File: src/rtl/falling_letters.sv
// Falling-letters typing game core: slot table, periodic spawner, fall/miss handling and key matching.
// Optional macro GAME_OVER_EN adds a RUN/OVER state that freezes play once MISS_LIMIT misses are reached.
module falling_letters #(
    parameter int unsigned SLOTS        = 4,
    parameter logic [8:0]  BOTTOM       = 9'd440,
    parameter logic [7:0]  SPAWN_FRAMES = 8'd30,
    parameter logic [7:0]  MISS_LIMIT   = 8'd10
) (
    input  logic                clk,
    input  logic                rst_n,
    input  logic                frame_tick,
    input  logic [7:0]          gen_ch,
    input  logic [2:0]          gen_speed,
    input  logic [8:0]          gen_x,
    input  logic [9:0]          gen_y,
    input  logic                key_valid,
    input  logic [7:0]          key_code,
    output logic [SLOTS-1:0]    slot_valid,
    output logic [8*SLOTS-1:0]  slot_ch,
    output logic [9*SLOTS-1:0]  slot_x,
    output logic [10*SLOTS-1:0] slot_y,
    output logic                hit,
    output logic                miss,
    output logic [13:0]         score,
    output logic [7:0]          miss_count,
    output logic                game_over
);

    logic [SLOTS-1:0]        valid_r, valid_n;
    logic [SLOTS-1:0][7:0]   ch_r, ch_n;
    logic [SLOTS-1:0][8:0]   x_r, x_n;
    logic [SLOTS-1:0][9:0]   y_r, y_n;
    logic [SLOTS-1:0][2:0]   sp_r, sp_n;
    logic [SLOTS-1:0][9:0]   adv_x_s;
    logic [7:0]              frame_cnt_r, frame_cnt_n;
    logic [13:0]             score_r, score_n;
    logic [7:0]              miss_count_r, mc_n;
    logic [8:0]              mc_sum_s;
    logic                    hit_r, miss_r;
    logic                    active_s, tick_s, spawn_s, hit_s;
    logic                    hit_found_s, free_found_s;
    logic [3:0]              hit_idx_s, free_idx_s, miss_num_s;
    logic [8:0]              best_x_s;
    logic [2:0]              spawn_sp_s;

    assign tick_s     = frame_tick & active_s;
    assign spawn_s    = tick_s && (frame_cnt_r == (SPAWN_FRAMES - 8'd1));
    assign hit_s      = hit_found_s & active_s;
    assign spawn_sp_s = (gen_speed == 3'd0) ? 3'd1 : gen_speed;

    // Key match and free-slot search, both on the state held at the start of the cycle
    always_comb begin
        hit_found_s  = 1'b0;
        hit_idx_s    = 4'd0;
        best_x_s     = 9'd0;
        free_found_s = 1'b0;
        free_idx_s   = 4'd0;
        for (int i = 0; i < SLOTS; i++) begin
            // strict '>' keeps the lowest index on equal x
            if (key_valid && valid_r[i] && (ch_r[i] == key_code) &&
                (!hit_found_s || (x_r[i] > best_x_s))) begin
                hit_found_s = 1'b1;
                hit_idx_s   = i[3:0];
                best_x_s    = x_r[i];
            end else begin
                hit_found_s = hit_found_s;
            end
            if (!free_found_s && !valid_r[i]) begin
                free_found_s = 1'b1;
                free_idx_s   = i[3:0];
            end else begin
                free_found_s = free_found_s;
            end
        end
    end

    // Per-slot next state: a hit beats a miss, and a spawned slot is not advanced this cycle
    always_comb begin
        valid_n    = valid_r;
        ch_n       = ch_r;
        x_n        = x_r;
        y_n        = y_r;
        sp_n       = sp_r;
        adv_x_s    = '0;
        miss_num_s = 4'd0;
        for (int i = 0; i < SLOTS; i++) begin
            adv_x_s[i] = {1'b0, x_r[i]} + {7'd0, sp_r[i]};
            if (hit_s && (hit_idx_s == i[3:0])) begin
                valid_n[i] = 1'b0;
            end else if (tick_s && valid_r[i]) begin
                if (adv_x_s[i] >= {1'b0, BOTTOM}) begin
                    valid_n[i] = 1'b0;
                    miss_num_s = miss_num_s + 4'd1;
                end else begin
                    x_n[i] = adv_x_s[i][8:0];
                end
            end else if (spawn_s && free_found_s && (free_idx_s == i[3:0])) begin
                valid_n[i] = 1'b1;
                ch_n[i]    = gen_ch;
                x_n[i]     = gen_x;
                y_n[i]     = gen_y;
                sp_n[i]    = spawn_sp_s;
            end else begin
                valid_n[i] = valid_r[i];
            end
        end
    end

    // Frame counter and saturating score/miss counters
    always_comb begin
        if (tick_s) begin
            frame_cnt_n = spawn_s ? 8'd0 : (frame_cnt_r + 8'd1);
        end else begin
            frame_cnt_n = frame_cnt_r;
        end
        if (hit_s && (score_r != 14'h3FFF)) begin
            score_n = score_r + 14'd1;
        end else begin
            score_n = score_r;
        end
        mc_sum_s = {1'b0, miss_count_r} + {5'd0, miss_num_s};
        if (mc_sum_s > 9'd255) begin
            mc_n = 8'd255;
        end else begin
            mc_n = mc_sum_s[7:0];
        end
    end

    // Slot table, event pulses and counters
    always_ff @(posedge clk or negedge rst_n) begin
        if (!rst_n) begin
            valid_r      <= '0;
            ch_r         <= '0;
            x_r          <= '0;
            y_r          <= '0;
            sp_r         <= '0;
            frame_cnt_r  <= 8'd0;
            score_r      <= 14'd0;
            miss_count_r <= 8'd0;
            hit_r        <= 1'b0;
            miss_r       <= 1'b0;
        end else begin
            valid_r      <= valid_n;
            ch_r         <= ch_n;
            x_r          <= x_n;
            y_r          <= y_n;
            sp_r         <= sp_n;
            frame_cnt_r  <= frame_cnt_n;
            score_r      <= score_n;
            miss_count_r <= mc_n;
            hit_r        <= hit_s;
            miss_r       <= (miss_num_s != 4'd0);
        end
    end

`ifdef GAME_OVER_EN
    typedef enum logic {RUN = 1'b0, OVER = 1'b1} state_t;
    state_t state_r, state_n;

    // OVER is entered on the same edge that lifts miss_count to the limit
    always_comb begin
        state_n = state_r;
        case (state_r)
            RUN: begin
                if (mc_n >= MISS_LIMIT) begin
                    state_n = OVER;
                end else begin
                    state_n = RUN;
                end
            end
            OVER:    state_n = OVER;
            default: state_n = RUN;
        endcase
    end

    // Game state register; only reset leaves OVER
    always_ff @(posedge clk or negedge rst_n) begin
        if (!rst_n) begin
            state_r <= RUN;
        end else begin
            state_r <= state_n;
        end
    end

    assign active_s  = (state_r == RUN);
    assign game_over = (state_r == OVER);
`else
    logic unused_limit_s;
    assign unused_limit_s = ^MISS_LIMIT;
    assign active_s       = 1'b1;
    assign game_over      = 1'b0;
`endif

    assign slot_valid = valid_r;
    assign slot_ch    = ch_r;
    assign slot_x     = x_r;
    assign slot_y     = y_r;
    assign hit        = hit_r;
    assign miss       = miss_r;
    assign score      = score_r;
    assign miss_count = miss_count_r;

endmodule

File: config.mk
export PLATFORM = sky130hd
export DESIGN_NAME = falling_letters
export DESIGN_NICKNAME = d
export VERILOG_FILES = /design/src/rtl/falling_letters.sv
export SDC_FILE = /design/constraint.sdc
export NUM_CORES = 1
export LEC_CHECK = 0
export BUFFER_PORTS_ARGS = -buffer_cell sky130_fd_sc_hd__buf_4
export CORE_UTILIZATION = 60
export CTS_CLUSTER_SIZE = 40
export DETAILED_ROUTE_END_ITERATION = 10
export GPL_TIMING_DRIVEN = 0
export PLACE_DENSITY = 0.87
export SLEW_MARGIN = 20
export SYNTH_ARGS = -nofsm -noshare
export SYNTH_HDL_FRONTEND = slang
export SYNTH_SLANG_ARGS = --single-unit
File: constraint.sdc
create_clock -name clk -period 20.9 [get_ports clk]
set_input_delay 2.09 -clock clk [delete_from_list [all_inputs] [get_ports clk]]
set_output_delay 2.09 -clock clk [all_outputs]
set_load 0.005 [all_outputs]
==> out/qor.yml, run 1 <==
outcome:
  status: "complete, but fails checks"
  failed_checks: "DRC"
power_and_ir_drop:
  power_frac_comb_pct: 28.3
  p_sw_share_pct: 34.0
  p_sw_uw: 336
  pwr_density_cell_nw_per_um2: 88.4
  intPower_uw: 653
  p_seq_share_pct: 41.2
  power.total_uw: 990
  p_leak_nw: 5.63
  ir_worst_vdd_mv: 0.0724
  p_clk_share_pct: 30.5
yosys:
  synth_enable_flop_cells: 0
  synthesis.area_um2: 9040
  synthArstFlopShare_pct: 100
  ys_ff_latch: 156
  syn_avg_cell_area_um2: 9.63
  syn_nets: 1035
  synth_cell_types: 71
  yosysWarnings: 0
  ys_seq_area_share_pct: 43.2
  ys.flop_type: "dfrtp_1"
  syn_inst: 939
floorplan:
  core_area_um2: 14600
  die-width_um: 125
  initial_utilization_pct: 61.7
  fp.dieH_um: 125
  dieArea_um2: 15600
  rows: 44
  io_pins: 179
layout:
  mostFrequentLayoutCell: "buf_4"
  final_nets: 1232
  design_area_um2: 11200
  drive_gt1_share_pct: 25.9
  syn2layout_area_growth_pct: 23.9
  fillCellCount: 976
  num_antenna_cells: 0
  layout_common_cells: "buf_4, dfrtp_1, nand2_1, mux2_2, nor2_1"
placed_design:
  dpl_cell_area_um2: 10600
  hpwl_um: 19100
  gp_congestion: 0.946
  portBuffers: 177
setup_path:
  path_delay_family: "compound AO/OA/AOI/OAI gates"
  cp_max_fo: 10
  cpMostUsedCell: "ha_1"
  path_class: "input port to register"
  cp-start-kind: "input port"
  worst_path_max_delay_cell: "nor3_1"
  cp.required_ps: 21210
  cp.buffers_inverters: 7
  critPathCaptureType: "register"
  cp-startpoint: "key_code[7]"
  max_stage_delay_ps: 510
  worstPathArrival_ps: 12220
  rr_startpoint: "slot_ch[5]"
global_routing:
  overflow: 0
  grt_start_max_net_pins: 87
  grt_pass1_vias: 8213
  antenna_found_initial: 0
  gr-usage-all-layers_pct: 35.6
  grt_pass1_wl_um: 43000
drt:
  ant_nets: 0
  num_vias: 8277
  drtPass1Iterations: 8
  vias_per_cell: 6.21
  drt-wirelength-per-cell_um: 20.1
  routed_wl_um: 26800
  drt_iter0_drc: 790
  route.detailed.drc: 12
clock_tree:
  clock_path_buffers: 2
  cts_setup_buffers: 0
  clk_pin_slew_ps: 70
  insertion_delay_ps: 430
  clock-sinks: 156
  clock-root-buffer: "clkbuf_16"
  cts_tree: "yes"
  ctsResizeCount: 0
  htreeDepth: 4
  cts_buffers: 17
  postCtsHoldBufs: 0
timing:
  rsz0062_at_grt: "false"
  setup_violations: 0
  tightestPinTransition_ps: 855
  fmax_mhz: 84.0
  hold_ws_ps: 481
  period_minus_slack_ps: 11910
  setup_tns_ps: 0
  fin_skew_ps: 7.85
  relSlewSlack_pct: 42.6
  maxSlewViolCount: 0
  hold_viol: 0
  fin_crit_sh_pct: 57.0
job:
  cap_violations: 0
worst_hold_path:
  hp-start: "slot_y[35]"
  hold_path_class: "register to register"
-- worst min-delay path: stages (launching register included) --
cell and delay (ps):
dfrtp_1 350, nand2_1 50, nand2_1 50
-- metrics by stage --
stage,util (%),std cells,setup WS (ps)
2_1_floorplan,-,939,10380
3_3_place_gp,72.4,1300,9040
3_5_place_dp,72.6,1301,8870
4_1_cts,76.5,1332,9180
5_1_grt,76.5,1332,8350
6_report,76.5,1332,8990
-- synth_stat cells (all sizes together), types with 9 or more instances --
cell | n | share of area, %
nand4 | 12 | 0.83
xnor2 | 32 | 3.2
nor2b | 13 | 0.90
nor2 | 63 | 2.6
mux2 | 68 | 8.6
ha | 49 | 6.8
o21ai | 63 | 3.5
a21oi | 61 | 3.5
inv | 37 | 1.5
and3 | 18 | 1.3
o22ai | 9 | 0.62
nand2 | 136 | 5.6
a21o | 11 | 0.91
nand3 | 27 | 1.6
dfrtp | 156 | 43
nor3 | 25 | 1.6
xor2 | 22 | 2.1
clkbuf | 27 | 1.1
-- sequential cells by signal, indices dropped and copies added, names as in the netlist --
signal and flops:
hit 1, slot_y 40, slot_x 36, slot_valid 4
frame_cnt_r 8, slot_ch 32, sp_r 12, score 14
miss 1, miss_count 8
-- per-layer routing --
metal / GRT usage, % / share of wire [%] / up-vias
li1: - / - / 3728
met1: 43.5 / 38 / 3983
met2: 56.7 / 47 / 450
met3: 9.62 / 9.1 / 116
met4: 21.4 / 5.4 / 0
met5: 0 / 0 / -
-- final timing paths --
kind,to,slack (ps),cells past startpoint
worst max register to register,miss_count[5],10330,46
worst max-delay path,miss_count[5],8990,47
max in group asynchronous,slot_y[38],18470,2
worst min-delay path,slot_y[35],480,2
min in group asynchronous,slot_x[15],1600,1
worst min register to register,slot_y[35],480,2
-- layout make-up --
cell class / instances / area [µm²] / share of cell area (%)
timing repair buffer: 178 / 1360 / 12.2
tap: 184 / 230 / 2.06
multi-input combinational: 714 / 4870 / 43.5
clock inverter: 11 / 110 / 0.983
sequential: 156 / 3900 / 34.9
buffer: 32 / 129 / 1.15
clock buffer: 20 / 457 / 4.08
inverter: 37 / 139 / 1.24
-- logic make-up after synthesis --
kind of cell / count (synthesis) / share of synthesized area, %
buffers and inverters: 69 / 2.96
adders and majority gates: 54 / 7.89
xor gates and xnor gates: 54 / 5.31
muxes: 76 / 9.44
DFF: 156 / 43.2
other: 1 / 0.0415
and+or+nand+nor: 332 / 17.9
AOI/OAI and AO/OA: 197 / 13.3
-- power by group through the flow --
stage | registers, mW | logic, mW | clock network (mW)
finish | 0.408 | 0.280 | 0.302
global route | 0.413 | 0.311 | 0.315
CTS | 0.405 | 0.278 | 0.302
detailed placement | 0.410 | 0.274 | 0
global placement | 0.408 | 0.263 | 0
floorplan | 0.395 | 0.162 | 0
No activity file was read; power rests on OpenSTA's default activity.
==> inputs of run 2 (changes only) <==
CORE_UTILIZATION = 56   (was 60)
PLACE_DENSITY = 0.82   (was 0.87)
clock period = 12 ns   (was 20.9 ns; I/O delays follow)
==> run 2 against run 1 <==
Effect of this change: the flow now finishes without violations; critical path type unchanged; setup slack worse by 7900 ps; clock skew increased by 0.80 ps; sequential cell count unchanged.
==> out/qor.yml, run 2 (same netlist as run 1, synthesis figures left out) <==
global_routing:
  grt-busiest-layer: "met2"
  grt.met2_usage_pct: 51.3  # -5.5 points
  antenna_found_initial: 0  # unchanged
  gr-usage-all-layers_pct: 32.6  # -3.1 points
  overflow: 0  # unchanged
  grt_pass1_wl_um: 41000  # -4.5%
  grt_start_max_net_pins: 80  # -8.0%
  grt_pass1_vias: 7591  # -7.6%
  met1_usage_pct: 43.5  # about the same
  use_met3_pct: 8.05  # -1.6 points
floorplan:
  io_pins: 179  # unchanged
  fp.dieH_um: 129  # +3.5%
  die-width_um: 129  # +3.5%
  rows: 46  # +4.5%
  core_area_um2: 15800  # +8.1%
  initial_utilization_pct: 57.1  # -4.6 points
  dieArea_um2: 16700  # +7.0%
timing:
  fmax_mhz: 91.7
  hold_viol: 0  # unchanged
  fin_crit_sh_pct: 90.8
  setup_slack_ps: 1100  # -7890 ps
  tightestPinTransition_ps: 801  # -53.4 ps
  setup_tns_ps: 0  # unchanged
  period_minus_slack_ps: 10900
  maxSlewViolCount: 0  # unchanged
  setup_violations: 0  # unchanged
  relSlewSlack_pct: 46.6  # +3.9 points
  rsz0062_at_grt: "false"
  fin_skew_ps: 8.65  # +0.804 ps
layout:
  largest_reg_flops: 40  # unchanged
  layout_common_cells: "buf_4, dfrtp_1, nand2_1, mux2_2, nor2_1"
  mostFrequentLayoutCell: "buf_4"
  final_nets: 1232  # unchanged
  num_antenna_cells: 0  # unchanged
  design_area_um2: 11300  # +0.86%
  syn2layout_area_growth_pct: 25.0
  drive_gt1_share_pct: 26.0  # +0.15 points
  fin_util_pct: 71.4  # -5.1 points
drt:
  drt-wirelength-per-cell_um: 19.2  # -4.8%
  drtPass1Iterations: 6  # -2
  ant_nets: 0  # unchanged
  route.detailed.drc: 0  # -12
  num_vias: 7945  # -4.0%
  routed_wl_um: 26200  # -2.5%
  drt_iter0_drc: 497  # -37%
  vias_per_cell: 5.82  # -6.3%
placed_design:
  gp_congestion: 0.922  # -2.6%
  hpwl_um: 19200  # +0.67%
  portBuffers: 177  # unchanged
  place_ws_ps: 760  # -8110 ps
  dpl_cell_area_um2: 10700  # +0.38%
setup_path:
  cp_max_fo: 10  # unchanged
  max_stage_delay_ps: 490  # -20 ps
  cp.required_ps: 12320  # -8890 ps
  cpMostUsedCell: "ha_1"
  cp-start-kind: "input port"
  worst_path_max_delay_cell: "nor3_1"
  worstPathArrival_ps: 11220  # -1000 ps
  path_class: "input port to register"
  critPathCaptureType: "register"
clock_tree:
  clock_path_buffers: 2  # unchanged
  cts_setup_buffers: 0  # unchanged
  postCtsHoldBufs: 0  # unchanged
  cts_tree: "yes"
  clock-root-buffer: "clkbuf_16"
  cts_buffers: 17  # unchanged
  htreeDepth: 4  # unchanged
  clk_pin_slew_ps: 70  # about the same
  ctsResizeCount: 0  # unchanged
  insertion_delay_ps: 440  # about the same
  clock-sinks: 156  # unchanged
job:
  cap_violations: 0  # unchanged
power_and_ir_drop:
  p_leak_nw: 5.65  # +0.46%
  pwr_density_cell_nw_per_um2: 157  # +78%
  ir_worst_vdd_mv: 0.107  # +48%
outcome:
  status: "finished clean"
worst_hold_path:
  hold_path_class: "register to register"
-- run 2: cell types whose count changed in the layout (fill, tap and decap cells not counted), sizes merged --
cell,before,now
clkinv,3,2
clkbuf,47,44
bufinv,1,2
inv,41,45
-- run 2: through the flow --
stage          cells  total power, mW  hold slack, ps
2_1_floorplan    939            0.970             450
3_5_place_dp    1333             1.19             464
3_3_place_gp    1332             1.17             460
4_1_cts         1365             1.77             483
5_1_grt         1365             1.86             509
6_report        1365             1.77             480
-- run 2: worst max-delay path, delay by kind of cell --
kind            cells  cell delay (ps)
mux                 2              570
simple gates       11             2000
buf+inv             7             1630
compound gates     17             3360
xor+xnor            2              360
fa+ha+maj           7             2110
-- run 2: layout make-up --
cell class / instances / area (µm²)
Buffer: 32 / 129
Sequential cell: 156 / 3900
Fill cell: 1164 / 4530
Clock inverter: 15 / 198
Timing Repair Buffer: 178 / 1360
Inverter: 37 / 139
Multi-Input combinational cell: 714 / 4870
Clock buffer: 17 / 425
Tap cell: 216 / 270
-- run 2: final timing paths --
check / start / to / slack, ps / cells after the start
worst max-delay path: key_code[7] / miss_count[5] / 1100 / 46
worst min-delay path: slot_y[38] / slot_y[38] / 480 / 2
min in group asynchronous: rst_n / slot_x[14] / 710 / 1
worst max register to register: slot_ch[7] / miss_count[5] / 1550 / 45
max in group asynchronous: rst_n / slot_ch[21] / 10490 / 2
worst min register to register: slot_y[38] / slot_y[38] / 480 / 2
-- run 2: where the power goes --
group,switching (mW),internal [mW],total [mW]
Sequential,0.109,0.601,0.711
Clock,0.257,0.319,0.575
Combinational,0.247,0.239,0.486
Total,0.613,1.16,1.77
-- run 2: per-layer routing --
| metal | vias to the layer above | share of wire, % |
|---|---|---|
| li1 | 3729 | - |
| met1 | 3866 | 42 |
| met2 | 286 | 47 |
| met3 | 64 | 7.3 |
| met4 | 0 | 3.4 |
| met5 | - | 0 |
==> inputs of run 3 (changes only) <==
RECOVER_POWER = 25   (was not set)
==> run 3 against run 2 <==
Effect of this change: the run now ends with capacitance limit, slew limit left; core utilization decreased by 0.25 points; clock power about the same; non-clock buffer count unchanged; routed wire length about the same; sequential share of layout area increased by 0.12 points; fmax about the same; hold slack unchanged; total power decreased by 0.11%; cell area decreased by 0.34%; register-to-register slack about the same; via count unchanged; final cell count unchanged.
==> out/qor.yml, run 3 (same netlist as run 1, synthesis figures left out) <==
outcome:
  status: "complete, but fails checks"
  failed_checks: "capacitance limit, slew limit"
setup_path:
  cp_max_fo: 10  # unchanged
  max_stage_delay_ps: 490  # about the same
  cp-start-kind: "input port"
  worstPathArrival_ps: 11230  # about the same
  reg2reg_slack_ps: 1550  # about the same
  cp.required_ps: 12320  # about the same
  worst_path_max_delay_cell: "nor3_1"
  critPathCaptureType: "register"
  cpMostUsedCell: "ha_1"
  path_class: "input port to register"
placed_design:
  hpwl_um: 19200  # unchanged
  placed_cells: 1333  # unchanged
  gp_congestion: 0.922  # unchanged
  portBuffers: 177  # unchanged
  place_ws_ps: 760  # unchanged
layout:
  final_nets: 1232  # unchanged
  mostFrequentLayoutCell: "buf_4"
  fin_util_pct: 71.1  # -0.25 points
  syn2layout_area_growth_pct: 24.5
  num_antenna_cells: 0  # unchanged
  layout_common_cells: "buf_4, dfrtp_1, nand2_1, mux2_2, nor2_1"
  largest_reg_flops: 40  # unchanged
  drive_gt1_share_pct: 25.8  # -0.26 points
  stdcell_count: 1365  # unchanged
drt:
  routed_wl_um: 26100  # about the same
  ant_nets: 0  # unchanged
  num_vias: 7945  # unchanged
  drtPass1Iterations: 5  # -1
  drt-wirelength-per-cell_um: 19.1  # about the same
  route.detailed.drc: 0  # unchanged
  drt_iter0_drc: 497  # unchanged
  vias_per_cell: 5.82  # unchanged
timing:
  setup_tns_ps: 0  # unchanged
  hold_viol: 0  # unchanged
  relSlewSlack_pct: -175  # -220 points
  fin_crit_sh_pct: 90.8  # about the same
  setup_violations: 0  # unchanged
  maxSlewViolCount: 159  # +159
  fin_skew_ps: 8.38  # -0.275 ps
  rsz0062_at_grt: "false"
  tightestPinTransition_ps: 4130  # +3330 ps
  period_minus_slack_ps: 10900  # +1.75 ps
  fmax_mhz: 91.7  # about the same
  setup_slack_ps: 1100  # -1.75 ps
clock_tree:
  cts_setup_buffers: 0  # unchanged
  htreeDepth: 4  # unchanged
  cts_buffers: 17  # unchanged
  clock-root-buffer: "clkbuf_16"
  clk_pin_slew_ps: 70  # about the same
  insertion_delay_ps: 440  # about the same
  clock_path_buffers: 2  # unchanged
  ctsResizeCount: 0  # unchanged
  clock-sinks: 156  # unchanged
  postCtsHoldBufs: 0  # unchanged
  cts_tree: "yes"
global_routing:
  overflow: 0  # unchanged
  grt_pass1_vias: 7591  # unchanged
  gr-usage-all-layers_pct: 32.6  # unchanged
  antenna_found_initial: 0  # unchanged
  grt_start_max_net_pins: 80  # unchanged
  grt_pass1_wl_um: 41000  # unchanged
floorplan:
  io_pins: 179  # unchanged
  core_area_um2: 15800  # unchanged
  fp.dieH_um: 129  # unchanged
  rows: 46  # unchanged
  initial_utilization_pct: 57.1  # unchanged
  die-width_um: 129  # unchanged
  dieArea_um2: 16700  # unchanged
power_and_ir_drop:
  ir_worst_vdd_mv: 0.107  # about the same
  p_leak_nw: 5.63  # -0.38%
  pwr_density_cell_nw_per_um2: 157  # +0.23%
worst_hold_path:
  hold_path_class: "register to register"
job:
  cap_violations: 2  # +2
-- run 3: cell types whose count changed in the layout (fill, tap and decap cells not counted) --
| cell | delta |
|---|---|
| buf_16 | -1 |
| buf_8 | -1 |
| buf_4 | -1 |
| clkbuf_1 | +3 |
-- run 3: critical path, delay by kind of cell --
family / cells / cell delay [ps]
AOI/OAI and AO/OA: 17 / 3370
adders and majority gates: 7 / 2110
and+or+nand+nor: 11 / 2000
buffers and inverters: 7 / 1630
muxes: 2 / 570
xor gates and xnor gates: 2 / 360
-- run 3: layer usage --
layer	vias to the layer above	track usage, %	part of all wire [%]
li1	3728	-	-
met1	3877	43.5	42
met2	276	51.3	47
met3	64	8.05	7.2
met4	0	12.6	3.4
met5	-	0	0
-- run 3: power breakdown --
group / switching (mW) / internal [mW]
Clock: 0.256 / 0.319
Combinational: 0.247 / 0.237
Sequential: 0.109 / 0.601
-- run 3: through the flow --
step                cell area (µm²)  power, mW  hold WS (ps)
floorplan                      9040      0.970           450
global placement              10600       1.17           460
detailed placement            10700       1.19           464
CTS                           11300       1.77           483
global route                  11300       1.86           509
finish                        11300       1.77           480
-- run 3: final cells by class --
class | instances | area [µm²]
flip-flops and latches | 156 | 3900
well taps | 216 | 270
fillers | 1172 | 4570
plain buffers | 32 | 129
multi-input cells | 714 | 4870
inverters | 37 | 139
repair buffers | 178 | 1330
clock inverters | 15 | 198
clock buffers | 17 | 425
-- run 3: final timing paths --
check / cells past startpoint / to / start
min in group asynchronous: 1 / slot_x[14] / rst_n
hold / removal: 2 / slot_y[38] / slot_y[38]
setup / recovery: 46 / miss_count[5] / key_code[7]
setup reg to reg: 45 / miss_count[5] / slot_ch[7]
hold reg to reg: 2 / slot_y[38] / slot_y[38]
max in group asynchronous: 2 / slot_ch[21] / rst_n
